<file path="config.mk">
export PLATFORM = sky130hd
export DESIGN_NAME = mem_port_arbiter
export DESIGN_NICKNAME = d
export VERILOG_FILES = /design/src/rtl/arm_mem_pkg.sv /design/src/rtl/mem_port_arbiter.sv
export SDC_FILE = /design/constraint.sdc
export NUM_CORES = 1
export LEC_CHECK = 0
export ABC_CLOCK_PERIOD_IN_PS = 2100
export CAP_MARGIN = 20
export CELL_PAD_IN_SITES_DETAIL_PLACEMENT = 1
export CELL_PAD_IN_SITES_GLOBAL_PLACEMENT = 1
export CORE_ASPECT_RATIO = 1.25
export CORE_MARGIN = 2
export CORE_UTILIZATION = 24
export CTS_CLUSTER_DIAMETER = 120
export CTS_CLUSTER_SIZE = 10
export DETAILED_ROUTE_END_ITERATION = 10
export PLACE_DENSITY = 0.79
export SYNTH_ARGS = -nofsm -noshare
export SYNTH_HDL_FRONTEND = slang
export SYNTH_SLANG_ARGS = --single-unit
</file>
<file path="constraint.sdc">
create_clock -name clk -period 2.1 [get_ports clk]
set_input_delay 0.315 -clock clk [delete_from_list [all_inputs] [get_ports clk]]
set_output_delay 0.315 -clock clk [all_outputs]
set_load 0.02 [all_outputs]
</file>
<file path="src/rtl/arm_mem_pkg.sv">
// ============================================================================
// Module      : arm_mem_pkg
// Description : Shared types and constants for the unified memory-port
//               arbiter (FSM states, grant encoding, full-word byte enable).
// Revision    : 1.0 - initial release
// ============================================================================
`default_nettype none

package arm_mem_pkg;

    typedef enum logic [1:0] {
        IDLE   = 2'd0,
        BUSY_I = 2'd1,
        BUSY_D = 2'd2
    } arb_state_t;

    typedef enum logic {
        GNT_I = 1'b0,
        GNT_D = 1'b1
    } grant_t;

    localparam logic [3:0] BE_WORD = 4'hF;

    // Choose a winner among the eligible requesters. When both are eligible,
    // prefer_i selects fetch; otherwise the data side wins. The caller only
    // uses the result when at least one side is eligible.
    function automatic grant_t pick_winner(input logic if_ok,
                                           input logic d_ok,
                                           input logic prefer_i);
        grant_t w;
        w = GNT_D;
        if (if_ok && d_ok) begin
            w = prefer_i ? GNT_I : GNT_D;
        end else if (if_ok) begin
            w = GNT_I;
        end
        return w;
    endfunction

endpackage

`default_nettype wire

</file>
<file path="src/rtl/mem_port_arbiter.sv">
// ============================================================================
// Module      : mem_port_arbiter
// Description : Shares one unified memory port between the instruction-fetch
//               and load/store paths. Captures the winning request, drives the
//               memory for MEM_LATENCY cycles and pulses the winner's ready in
//               the last cycle. Data beats fetch by default; defining
//               ARB_ROUND_ROBIN_EN alternates grants when both are pending.
// Revision    : 1.0 - initial release
// ============================================================================
`default_nettype none

module mem_port_arbiter
    import arm_mem_pkg::*;
#(
    parameter int unsigned MEM_LATENCY = 1,
    parameter int unsigned ADDR_W      = 32,
    parameter int unsigned DATA_W      = 32
) (
    input  logic              clk,
    input  logic              reset,
    // instruction fetch
    input  logic              if_req,
    input  logic [ADDR_W-1:0] if_addr,
    output logic              if_ready,
    output logic [DATA_W-1:0] if_rdata,
    // load/store
    input  logic              d_req,
    input  logic              d_we,
    input  logic [ADDR_W-1:0] d_addr,
    input  logic [DATA_W-1:0] d_wdata,
    input  logic [3:0]        d_be,
    output logic              d_ready,
    output logic [DATA_W-1:0] d_rdata,
    // memory
    output logic [ADDR_W-1:0] mem_addr,
    output logic              mem_we,
    output logic [3:0]        mem_be,
    output logic [DATA_W-1:0] mem_wdata,
    input  logic [DATA_W-1:0] mem_rdata
);

    localparam int unsigned CNT_W    = 4;
    localparam logic [CNT_W-1:0] CNT_LOAD = CNT_W'(MEM_LATENCY - 1);

    arb_state_t        state_q, state_d;
    logic [CNT_W-1:0]  cnt_q,   cnt_d;
    logic [ADDR_W-1:0] addr_q,  addr_d;
    logic [DATA_W-1:0] wdata_q, wdata_d;
    logic              we_q,    we_d;
    logic [3:0]        be_q,    be_d;

    logic              grant_pt;
    logic              if_ok;
    logic              d_ok;
    logic              prefer_i;
    grant_t            winner;

`ifdef ARB_ROUND_ROBIN_EN
    grant_t            last_q, last_d;
`endif

    // State, latency counter and captured request fields.
    always_ff @(posedge clk or posedge reset) begin
        if (reset) begin
            state_q <= IDLE;
            cnt_q   <= '0;
            addr_q  <= '0;
            wdata_q <= '0;
            we_q    <= 1'b0;
            be_q    <= '0;
`ifdef ARB_ROUND_ROBIN_EN
            last_q  <= GNT_D;
`endif
        end else begin
            state_q <= state_d;
            cnt_q   <= cnt_d;
            addr_q  <= addr_d;
            wdata_q <= wdata_d;
            we_q    <= we_d;
            be_q    <= be_d;
`ifdef ARB_ROUND_ROBIN_EN
            last_q  <= last_d;
`endif
        end
    end

    // Next state: count down while busy; at a grant point (idle, or the final
    // busy cycle) pick a winner. The requester finishing now is not eligible
    // on this edge, so the other side is granted directly with no bubble.
    always_comb begin
        state_d  = state_q;
        cnt_d    = cnt_q;
        addr_d   = addr_q;
        wdata_d  = wdata_q;
        we_d     = we_q;
        be_d     = be_q;
        grant_pt = 1'b0;
        if_ok    = 1'b0;
        d_ok     = 1'b0;
`ifdef ARB_ROUND_ROBIN_EN
        last_d   = last_q;
        prefer_i = (last_q == GNT_D);
`else
        prefer_i = 1'b0;
`endif

        case (state_q)
            IDLE: begin
                grant_pt = 1'b1;
                if_ok    = if_req;
                d_ok     = d_req;
            end
            BUSY_I: begin
                if (cnt_q == '0) begin
                    grant_pt = 1'b1;
                    d_ok     = d_req;
                end else begin
                    cnt_d = cnt_q - CNT_W'(1);
                end
            end
            BUSY_D: begin
                if (cnt_q == '0) begin
                    grant_pt = 1'b1;
                    if_ok    = if_req;
                end else begin
                    cnt_d = cnt_q - CNT_W'(1);
                end
            end
            default: begin
                state_d = IDLE;
            end
        endcase

        winner = pick_winner(if_ok, d_ok, prefer_i);

        if (grant_pt) begin
            if (if_ok || d_ok) begin
                cnt_d = CNT_LOAD;
`ifdef ARB_ROUND_ROBIN_EN
                last_d = winner;
`endif
                if (winner == GNT_D) begin
                    state_d = BUSY_D;
                    addr_d  = d_addr;
                    wdata_d = d_wdata;
                    we_d    = d_we;
                    be_d    = d_be;
                end else begin
                    state_d = BUSY_I;
                    addr_d  = if_addr;
                end
            end else begin
                state_d = IDLE;
            end
        end
    end

    // Memory strobes and ready/rdata; address and write data always reflect
    // the last captured request so they hold their value while idle.
    always_comb begin
        mem_addr  = addr_q;
        mem_wdata = wdata_q;
        mem_we    = 1'b0;
        mem_be    = '0;
        if_ready  = 1'b0;
        d_ready   = 1'b0;
        if_rdata  = '0;
        d_rdata   = '0;
        case (state_q)
            BUSY_I: begin
                mem_be = BE_WORD;
                if (cnt_q == '0) begin
                    if_ready = 1'b1;
                    if_rdata = mem_rdata;
                end
            end
            BUSY_D: begin
                mem_we = we_q;
                mem_be = be_q;
                if (cnt_q == '0) begin
                    d_ready = 1'b1;
                    d_rdata = mem_rdata;
                end
            end
            default: begin
                mem_we = 1'b0;
            end
        endcase
    end

endmodule

`default_nettype wire

</file>
==> out/qor.yml, run 1 <==
outcome:
  status: "complete, but fails checks"
  violations: "setup timing"
timing:
  slew_violations: 0
  fin_crit_sh_pct: 102
  setup_viol: 18
  fmax_ghz: 0.467
  skew_ps: 9.54
  rsz0062_at_grt: "yes"
  fin_crit_ps: 2140
  relSlewSlack_pct: 72.4
  final_hold_viol_count: 0
  worst_pin_slew_ps: 415
  worst_slack_ps: -42.0
pwr:
  ir_drop_uv: 526
  cellPowerDensity_nw_per_um2: 1430
  p_leak_nw: 3.34
floorplan:
  start_util_pct: 24.6
  die-area_um2: 17800
  die_w_um: 120
  io_pins: 272
  rows: 52
  die_h_um: 149
  core-area_um2: 16300
layout:
  syn2layout_area_growth_pct: 99.8
  nets: 760
  final_cell_area_um2: 8040
  layout-drive-gt1-share_pct: 35.4
  layout.cells.non_filler: 837
  fillers: 1659
  diodes: 0
yosys:
  syn_nets: 458
  syn_inst: 315
  syn_area_per_cell_um2: 12.8
  synth.most_common_cell: "dfrtp_1"
  synth_seq_cells: 75
  synthesis.area_um2: 4020
  yosys-top-cells-count: "75 x dfrtp_1, 65 x and2_1, 37 x mux2_1"
  async_reset_ff_share_pct: 100
  synth_flop_cell: "dfrtp_1"
  synth_area_leaders: "dfrtp_1 47%, nor4b_2 11%, mux2_1 10%"
  synth.distinct_cells: 31
  yosysTopAreaCell: "dfrtp_1"
  yosysTopAreaCellShare_pct: 46.7
  synth_edf_count: 0
  synth_warnings: 0
  seq_area_frac_synth_pct: 46.7
cts:
  cts_buffers: 9
  cts_root_buf: "clkbuf_16"
  cts_buffer_depth: 2
  clk_latency_ps: 330
  tritoncts: "built"
  clk_pin_slew_ps: 70
  numClockSinks: 75
  htree_levels: 3
  hold_buffers: 0
drt:
  wl_per_cell_um: 19.8
  num_vias: 3896
  dr.first_iter.drc_count: 87
  viasPerCell: 4.65
  drt_wl_total_mm: 16.5
  drtPass1Iterations: 4
  ant_nets: 0
  remaining_drc_errors: 0
setup_path:
  cp_common_cell: "buf_12"
  startpoint_type: "flop"
  end_kind: "flop"
  worstPathMaxFanout: 8
  arrival_ps: 2350
  path_cells: "inv_2 > buf_6 > ha_4 > and4bb_4 > o21bai_4 > nor2_4 > buf_12 > clkbuf_16 > buf_12 > mux2_4"
  path_class: "flop to flop"
  crit_required_ps: 2310
  critical_path_buf_inv_count: 5
  cp_slowest_cell: "dfrtp_1"
  cp_slowest_stage_delay_ps: 380
  critical-path-top-delay-family: "buffers and inverters"
placement:
  place_hpwl_mm: 11.6
  dpl_cell_area_um2: 7140
  dp_cells: 801
  numPortBuffers: 271
  place_congestion: 0.725
hold_path:
  worstHoldPathType: "primary input to async pin"
global_route:
  grt_pass1_wl_mm: 23.2
  antenna_found_initial: 0
  grt_start_max_net_pins: 76
  first_global_vias: 4384
  grt_usage_pct: 16.6
  overflow: 0
job:
  cap_viol_max_count: 0
-- power by group --
part	leakage [nW]	total (mW)	internal (mW)	switching, mW
combinational	2.25	7.05	3.68	3.37
clock	0.176	1.88	1.28	0.603
sequential	0.909	2.58	2.18	0.404
total	3.34	11.5	7.14	4.38
-- layout by cell type, fill, tap and decap left out, types with 14 or more instances in the layout --
cell and count:
clkdlybuf4s50_1 200, dfrtp_1 75, buf_6 60, and2_4 33
a221o_1 32, and2_1 32, buf_4 32, nor4b_2 30
mux2_1 29, clkbuf_16 14
-- final cells by class --
class | instances | area [um^2] | area share (%)
Inverter | 6 | 26.3 | 0.327
Timing Repair Buffer | 317 | 3360 | 41.9
Tap cell | 216 | 270 | 3.36
Clock buffer | 9 | 225 | 2.80
Sequential cell | 75 | 1880 | 23.4
Multi-Input combinational cell | 208 | 2140 | 26.6
Clock inverter | 6 | 138 | 1.71
-- what timing repair did --
item                       4_1_cts  5_1_grt
gates cloned                     1        7
pin swaps                        1       26
setup endpoints to repair      112      137
buffers inserted                 0       13
gates resized for setup        270      191
-- logic make-up after synthesis --
group | Yosys count | share of synthesized area (%)
AND/OR/NAND/NOR | 115 | 24.9
buffers and inverters | 32 | 4.64
flip-flops | 75 | 46.7
XOR/XNOR | 3 | 0.654
multiplexers | 37 | 10.4
AO/OA/AOI/OAI | 47 | 10.9
adder cells (fa/ha/maj) | 6 | 1.87
-- flip-flops by register name, summed over array words and instances, names as in the netlist --
| signal | cells |
|---|---|
| mem_wdata | 32 |
| we_q | 1 |
| mem_addr | 32 |
| be_q | 4 |
| cnt_q | 4 |
| state_q | 2 |
-- through the flow --
step	TNS, ps	utilization (%)	total power [mW]	hold WS, ps	worst slack [ps]
after floorplan	0	-	5.97	450	120
after global placement	-2310	43.7	8.63	466	-93.0
after detailed placement	-4520	43.7	8.85	475	-98.0
after CTS	-2470	45.1	10.7	488	-84.8
after global routing	-4090	49.2	12.2	505	-92.9
final	-369	49.2	11.5	473	-42.0
-- path summary, 6_finish.rpt --
path,start,end,slack [ps],cells past startpoint
max in group asynchronous,reset,mem_wdata[29]$_DFFE_PP0P_,1290,3
worst min-delay path,reset,mem_addr[9]$_DFFE_PP0P_,470,3
worst min register to register,mem_wdata[11]$_DFFE_PP0P_,mem_wdata[11]$_DFFE_PP0P_,480,1
min in group clk,mem_wdata[11]$_DFFE_PP0P_,mem_wdata[11]$_DFFE_PP0P_,480,1
worst max register to register,state_q[1]$_DFFE_PP0P_,mem_wdata[9]$_DFFE_PP0P_,-40,10
worst max-delay path,state_q[1]$_DFFE_PP0P_,mem_wdata[9]$_DFFE_PP0P_,-40,10
-- per-layer routing --
layer	up-vias	share of wire [%]	track usage, %
li1	1761	-	-
met1	1877	34	17.2
met2	231	55	31.6
met3	27	8.9	4.98
met4	0	2.5	5.53
met5	-	0	0
-- worst min-delay path: stages --
cell	delay (ps)
clkdlybuf4s50_1	450
clkinvlp_4	110
buf_12	350
(Power assumes the default switching activity.)
==> run 2: changes to the inputs <==
- GPL_TIMING_DRIVEN: not set -> 0
==> run 2 against run 1 <==
The run still ends with setup timing left. Maximum frequency grew 1.2%. Critical path type is now flop to output pin. Highest routed layer unchanged. Setup slack better by 25 ps. Die area did not move. Clock skew increased by 1.8 ps. Global-route usage up 2.0 points. Via count up 2.9%. Sequential power is essentially flat.
==> out/qor.yml, run 2 (synthesis gave the netlist of run 1 again) <==
cts:
  cts_root_buf: "clkbuf_16"
  htree_levels: 3  # unchanged
  cts_buffers: 9  # unchanged
  tritoncts: "built"
  hold_buffers: 0  # unchanged
  clk_pin_slew_ps: 60  # about the same
  clk_latency_ps: 340  # about the same
  cts_buffer_depth: 2  # unchanged
  numClockSinks: 75  # unchanged
timing:
  skew_ps: 11.4  # +1.82 ps
  setup_viol: 26  # +8
  worst_slack_ps: -17.4  # +24.6 ps
  fin_crit_sh_pct: 101  # -1.2 points
  fmax_ghz: 0.472  # +1.2%
  rsz0062_at_grt: "yes"
  slew_violations: 0  # unchanged
  relSlewSlack_pct: 42.8  # -30 points
  fin_crit_ps: 2120  # -24.6 ps
  final_hold_viol_count: 0  # unchanged
  tns_ps: -176  # +193 ps
  worst_pin_slew_ps: 856  # +441 ps
job:
  cap_viol_max_count: 0  # unchanged
drt:
  viasPerCell: 4.67  # +0.36%
  dr.first_iter.drc_count: 160  # +84%
  drt_wl_total_mm: 17.2  # +4.1%
  wl_per_cell_um: 20.1  # +1.5%
  num_vias: 4008  # +2.9%
  ant_nets: 0  # unchanged
  drtPass1Iterations: 4  # unchanged
  remaining_drc_errors: 0  # unchanged
setup_path:
  critical-path-top-delay-family: "buffers and inverters"
  arrival_ps: 1800  # -550 ps
  end_kind: "output pin"
  cp_slowest_stage_delay_ps: 390  # about the same
  cp_slowest_cell: "dfrtp_1"
  critical_path_buf_inv_count: 4  # -1
  worstPathMaxFanout: 6  # -2
  path_class: "flop to output pin"
  crit_required_ps: 1780  # -530 ps
  startpoint_type: "flop"
  path_cells: "inv_2 > ha_4 > and4bb_4 > buf_8 > clkbuf_8 > and2_4 > buf_6"
layout:
  final_common_cell: "clkdlybuf4s50_1"
  syn2layout_area_growth_pct: 108
  final_cell_area_um2: 8380  # +4.3%
  layout_common_cells: "200 x clkdlybuf4s50_1, 74 x dfrtp_1, 73 x buf_6, 61 x and2_4, 32 x a221o_1"
  nets: 781  # +2.8%
  fillers: 1603  # -3.4%
  diodes: 0  # unchanged
  layout.cells.non_filler: 858  # +2.5%
  layout-drive-gt1-share_pct: 42.4  # +6.9 points
pwr:
  p_leak_nw: 3.53  # +5.7%
  ir_drop_uv: 454  # -14%
  cellPowerDensity_nw_per_um2: 1450  # +1.0%
floorplan:
  die-area_um2: 17800  # unchanged
  start_util_pct: 24.6  # unchanged
  die_w_um: 120  # unchanged
  io_pins: 272  # unchanged
  rows: 52  # unchanged
  core-area_um2: 16300  # unchanged
  die_h_um: 149  # unchanged
placement:
  numPortBuffers: 271  # unchanged
  place_hpwl_mm: 12.1  # +3.9%
  dpl_cell_area_um2: 7030  # -1.6%
  dp_cells: 803  # +0.25%
  place_congestion: 0.727  # +0.26%
global_route:
  first_global_vias: 4685  # +6.9%
  grt_start_max_net_pins: 42  # -45%
  antenna_found_initial: 0  # unchanged
  overflow: 0  # unchanged
  grt_usage_pct: 18.6  # +2.0 points
  grt_pass1_wl_mm: 25.7  # +11%
outcome:
  violations: "setup timing"
  status: "complete, but fails checks"
hold_path:
  worstHoldPathType: "primary input to async pin"
==> run 2: cell types whose count changed in the layout (fill, tap and decap cells not counted), sizes merged <==
cell and delta:
clkdlybuf4s15 -3, buf +15, clkinv +1, dlygate4sd2 +1, clkbuf +8, bufinv -1
==> run 2: final timing paths <==
check	start	end	slack, ps	cells after the start
worst max-delay path	state_q[1]$_DFFE_PP0P_	if_rdata[5]	-20	7
worst min-delay path	reset	mem_wdata[15]$_DFFE_PP0P_	490	2
worst max register to register	state_q[0]$_DFFE_PP0P_	mem_addr[28]$_DFFE_PP0P_	-10	9
worst min register to register	mem_wdata[25]$_DFFE_PP0P_	mem_wdata[25]$_DFFE_PP0P_	490	1
max in group asynchronous	reset	mem_addr[0]$_DFFE_PP0P_	910	3
min in group clk	mem_wdata[25]$_DFFE_PP0P_	mem_wdata[25]$_DFFE_PP0P_	490	1
==> run 2: final cells by class <==
class | instances | area, um^2 | share of cell area (%)
Tap cell | 216 | 270 | 3.23
Inverter | 6 | 28.8 | 0.343
Multi-Input combinational cell | 208 | 2230 | 26.6
Timing Repair Buffer | 314 | 3330 | 39.7
Clock buffer | 9 | 225 | 2.69
Clock inverter | 6 | 113 | 1.34
Sequential cell | 75 | 1880 | 22.4
Buffer | 24 | 308 | 3.67
==> run 2: power by group <==
part	total, mW	internal [mW]	switching (mW)
clock network	1.79	1.16	0.633
registers	2.60	2.18	0.416
logic	7.74	4.21	3.53
==> run 2: per-layer routing <==
layer | vias to the layer above | wire length, um | global-route usage [%]
met2 | 223 | 9160 | 33.9
met5 | - | 0 | 0
met4 | 0 | 303 | 5.94
li1 | 1803 | - | -
met3 | 22 | 1380 | 5.71
met1 | 1960 | 6380 | 20.5
==> run 2: timing repair <==
action	CTS	global route
endpoints found under the setup margin	144	129
cloned	9	3
resized for setup	498	59
setup buffers	29	1
pin swaps	61	26
==> run 2: stage by stage <==
stage	hold slack (ps)	power, mW	utilization [%]	setup slack, ps
2_1_floorplan	450	5.97	-	120
3_3_place_gp	467	8.43	42.9	-475
3_5_place_dp	475	8.64	43.0	-513
4_1_cts	488	11.7	50.0	-40.8
5_1_grt	506	12.8	51.3	-76.5
6_report	488	12.1	51.3	-17.4
